[src/rtl/rom_read_arbiter.sv]
// rom_read_arbiter: round-robin sharing of a negedge-CS coefficient ROM
// between two requesters; fixed CS strobe, registered capture and ack.
module rom_read_arbiter #(
  parameter int ADDR_W   = 4,
  parameter int DATA_W   = 16,
  parameter int WAIT_CYC = 1
) (
  input  logic              clk,
  input  logic              rst_n,
  input  logic              req0,
  input  logic [ADDR_W-1:0] addr0,
  input  logic              req1,
  input  logic [ADDR_W-1:0] addr1,
  output logic              ack0,
  output logic              ack1,
  output logic [DATA_W-1:0] rdata,
  output logic              busy,
  output logic [ADDR_W-1:0] rom_addr,
  output logic              rom_cs,
  input  logic [DATA_W-1:0] rom_data
);

  localparam int CNT_W = (WAIT_CYC > 1) ? $clog2(WAIT_CYC) : 1;
  localparam logic [CNT_W-1:0] LAST = CNT_W'(WAIT_CYC - 1);

  localparam logic [2:0] S_IDLE   = 3'd0;
  localparam logic [2:0] S_SETUP  = 3'd1;
  localparam logic [2:0] S_STROBE = 3'd2;
  localparam logic [2:0] S_HOLD   = 3'd3;
  localparam logic [2:0] S_DONE   = 3'd4;

  logic [2:0]        r_state;
  logic              r_gnt;
  logic              r_last;
  logic [CNT_W-1:0]  r_cnt;
  logic              r_ack0;
  logic              r_ack1;
  logic              r_busy;
  logic              r_cs;
  logic [ADDR_W-1:0] r_addr;
  logic [DATA_W-1:0] r_rdata;

  logic w_any;
  logic w_gnt;

  assign w_any = req0 | req1;
  // On a tie the requester not served last wins; otherwise the sole one.
  assign w_gnt = (req0 & req1) ? ~r_last : req1;

  always_ff @(posedge clk or negedge rst_n) begin
    if (!rst_n) begin
      r_state <= S_IDLE;
      r_gnt   <= 1'b0;
      r_last  <= 1'b1;
      r_cnt   <= '0;
      r_ack0  <= 1'b0;
      r_ack1  <= 1'b0;
      r_busy  <= 1'b0;
      r_cs    <= 1'b1;
      r_addr  <= '0;
      r_rdata <= '0;
    end else begin
      unique case (1'b1)
        (r_state == S_IDLE): begin
          if (w_any) begin
            r_gnt   <= w_gnt;
            r_addr  <= w_gnt ? addr1 : addr0;
            r_busy  <= 1'b1;
            r_state <= S_SETUP;
          end
        end
        (r_state == S_SETUP): begin
          r_cs    <= 1'b0;
          r_state <= S_STROBE;
        end
        (r_state == S_STROBE): begin
          r_cnt   <= '0;
          r_state <= S_HOLD;
        end
        (r_state == S_HOLD): begin
          if (r_cnt == LAST) begin
            r_rdata <= rom_data;
            r_ack0  <= ~r_gnt;
            r_ack1  <= r_gnt;
            r_last  <= r_gnt;
            r_cs    <= 1'b1;
            r_state <= S_DONE;
          end else begin
            r_cnt <= r_cnt + 1'b1;
          end
        end
        (r_state == S_DONE): begin
          r_ack0  <= 1'b0;
          r_ack1  <= 1'b0;
          r_busy  <= 1'b0;
          r_state <= S_IDLE;
        end
        default: begin
          r_ack0  <= 1'b0;
          r_ack1  <= 1'b0;
          r_busy  <= 1'b0;
          r_cs    <= 1'b1;
          r_state <= S_IDLE;
        end
      endcase
    end
  end

  assign ack0     = r_ack0;
  assign ack1     = r_ack1;
  assign rdata    = r_rdata;
  assign busy     = r_busy;
  assign rom_addr = r_addr;
  assign rom_cs   = r_cs;

endmodule

[config.mk]
export PLATFORM = sky130hd
export DESIGN_NAME = rom_read_arbiter
export DESIGN_NICKNAME = d
export VERILOG_FILES = /design/src/rtl/rom_read_arbiter.sv
export SDC_FILE = /design/constraint.sdc
export NUM_CORES = 1
export LEC_CHECK = 0
export CORE_ASPECT_RATIO = 2
export CORE_MARGIN = 2
export CORE_UTILIZATION = 38
export DETAILED_ROUTE_END_ITERATION = 10
export DONT_BUFFER_PORTS = 1
export PLACE_DENSITY = 0.56
export SLEW_MARGIN = 40
export SYNTH_ARGS = -nofsm -noshare
export SYNTH_HDL_FRONTEND = slang
export SYNTH_SLANG_ARGS = --single-unit
[constraint.sdc]
create_clock -name clk -period 1.6 [get_ports clk]
set_input_delay 0.08 -clock clk [delete_from_list [all_inputs] [get_ports clk]]
set_output_delay 0.08 -clock clk [all_outputs]
set_load 0.02 [all_outputs]
==> impl_metrics.ini <==
[run_status]
outcome = finished, final reports clean

[floorplan]
dieWidth_um = 44.4
io_pins = 52
num_rows = 29
start_util = 0.393
die-area_sq_um = 3760
core_area_sq_um = 3160
dieHeight_um = 84.8

[clocking]
clk_path_buf_depth = 2
clk_pin_slew_ps = 60
htree_levels = 2
cts_tree = built
clock_sinks = 29
root_buffer = clkbuf_8
clk_latency_ps = 280
cts_setup_buffers = 0
cts_buffers = 5

[final_layout]
antenna_cells = 0
drive_above_1_share = 0.333
syn2layout_area_growth_pct = 23.4
fin_nets = 135
final_common_cell = dfrtp_1
layout_common_cells = dfrtp_1 (27), dlygate4sd3_1 (18), mux2_4 (10), mux2_2 (7)
final_util = 0.485
n_fill_cell = 282

[detailed_routing]
vias = 757
detail-route-antenna-nets = 0
drtPass1Iterations = 4
viasPerCell = 5.45
wl_per_cell_um = 16.5
drt_iter0_markers = 9
drt-total-wl_um = 2300
drc_errors = 0

[sta]
relSlewSlack = 0.757
fin_skew_ps = 6.75
finalMaxSlewViolations = 0
fin_setup_tns_ps = 0
rsz0062_at_grt = no
post-route-period-util = 0.897
period_minus_slack_ps = 1440
worst_pin_slew_ps = 365
setup_violations = 0
hold_violations = 0
max_freq_mhz = 696
hold_slack_ps = 13.6

[synthesis]
yosysSeqAreaShare = 0.587
synth_cells = 83
netlist_area_sq_um = 1240
ys_warn_count = 0
synth-seq-cells = 29
synth_cell_type_count = 25
avgSynthCellArea_sq_um = 14.9
synth_nets = 111

[placed_design]
io_buffers = 0
place_congestion = 0.716

[power]
internal-power_mw = 2.05
power.density_nw_per_um2 = 2220
p_clk_frac = 0.168
leakage_nw = 0.676
irDropWorstVdd_v = 0.00102
p_sw_mw = 1.34
power_frac_seq = 0.538
switching_share = 0.394
pwr-share-comb = 0.294

[grt]
grt_usage = 0.143
grt_pass1_wl_um = 3880
gr-total-overflow = 0
antenna_found_initial = 0
grt_max_degree = 30
grt_pass1_vias = 826

[critical_path]
critical_path_required_ps = 1800
worst-setup-path-type = flip-flop to flip-flop
critical_path_arrival_ps = 1640
startpoint_type = flip-flop
rr_worst_depth = 3
cp_max_fo = 17
end_kind = flip-flop
r2r_slack_ps = 160

[flow_run]
maxCapViolCount = 0

[hold_path]
hold_depth = 2
hp-class = primary input to flip-flop
synth_stat cells:
master | count | area, sq um
dfrtp_1 | 27 | 676
mux2_4 | 10 | 150
mux2_2 | 7 | 78.8
a21oi_1 | 5 | 25.0
a2bb2oi_1 | 4 | 35.0
o32ai_1 | 4 | 35.0
nand2_1 | 3 | 11.3
nor3_1 | 3 | 15.0
dfstp_2 | 2 | 52.6
inv_2 | 2 | 7.51
nor2_1 | 2 | 7.51
a21bo_2 | 1 | 10.0
a21o_2 | 1 | 8.76
buf_12 | 1 | 20.0
buf_4 | 1 | 7.51
buf_6 | 1 | 11.3
inv_1 | 1 | 3.75
mux2i_1 | 1 | 10.0
nand3_1 | 1 | 5.00
nand3_4 | 1 | 17.5
nor2b_1 | 1 | 6.26
nor3_4 | 1 | 16.3
o21a_4 | 1 | 15.0
or2_2 | 1 | 6.26
xnor2_1 | 1 | 8.76
power groups by stage:
stage / Sequential [mW] / Clock (mW) / Combinational, mW
floorplan: 1.70 / 0 / 0.976
global placement: 1.84 / 0 / 0.926
detailed placement: 1.84 / 0 / 0.962
CTS: 1.84 / 0.588 / 1.01
global route: 1.88 / 0.618 / 1.10
finish: 1.82 / 0.569 / 0.998
critical path, cell delays in order (launching register included):
cell	delay, ps
dfrtp_1	560
nand3_4	330
inv_2	140
mux2_2	330
flip-flops by register name, indices dropped and copies added, names as in the netlist:
| name | count |
|---|---|
| ack0 | 1 |
| ack1 | 1 |
| busy | 1 |
| r_gnt | 1 |
| r_last | 1 |
| r_state | 3 |
| rdata | 16 |
| rom_addr | 4 |
| rom_cs | 1 |
layout make-up:
type                       count  area, sq um  share of cell area
clock buffer                   6         72.6              0.0474
multi-input combinational     48          462               0.302
clock inverter                 2         10.0             0.00654
inverter                       3         11.3             0.00736
timing repair buffer          20          208               0.136
sequential                    29          728               0.476
tap                           31         38.8              0.0253
metrics by stage:
step | power, mW | worst slack (ps) | instance area (sq um) | cells
detailed placement | 2.80 | 157 | 1250 | 112
finish | 3.39 | 164 | 1530 | 139
floorplan | 2.68 | 362 | 1240 | 83
global route | 3.60 | 44.2 | 1530 | 139
CTS | 3.44 | 136 | 1530 | 139
global placement | 2.76 | 201 | 1250 | 112
timing repair:
item,in CTS,in global routing
hold endpoints to repair,46,0
hold buffers,19,0
resized for setup,0,0
kinds of logic after synthesis:
group / after synthesis / share of synthesized area
muxes: 18 / 0.193
buffers and inverters: 6 / 0.0404
xor gates and xnor gates: 1 / 0.00706
and+or+nand+nor: 13 / 0.0686
DFF: 29 / 0.587
AOI/OAI and AO/OA: 16 / 0.104
metal layers:
layer,track usage,vias up,share of wire
met5,0,-,0
met4,0.0689,0,0.023
met3,0.0645,6,0.067
met2,0.231,33,0.55
met1,0.153,372,0.36
li1,-,346,-
final timing paths:
path,start,to
worst max-delay path,r_state[0],r_last
worst min-delay path,req1,r_state[0]
worst max register to register,r_state[0],r_last
worst min register to register,r_gnt,r_last
max in group asynchronous,rst_n,r_last
min in group asynchronous,rst_n,rdata[10]
Note: power is estimated with default switching activity, not from simulation.
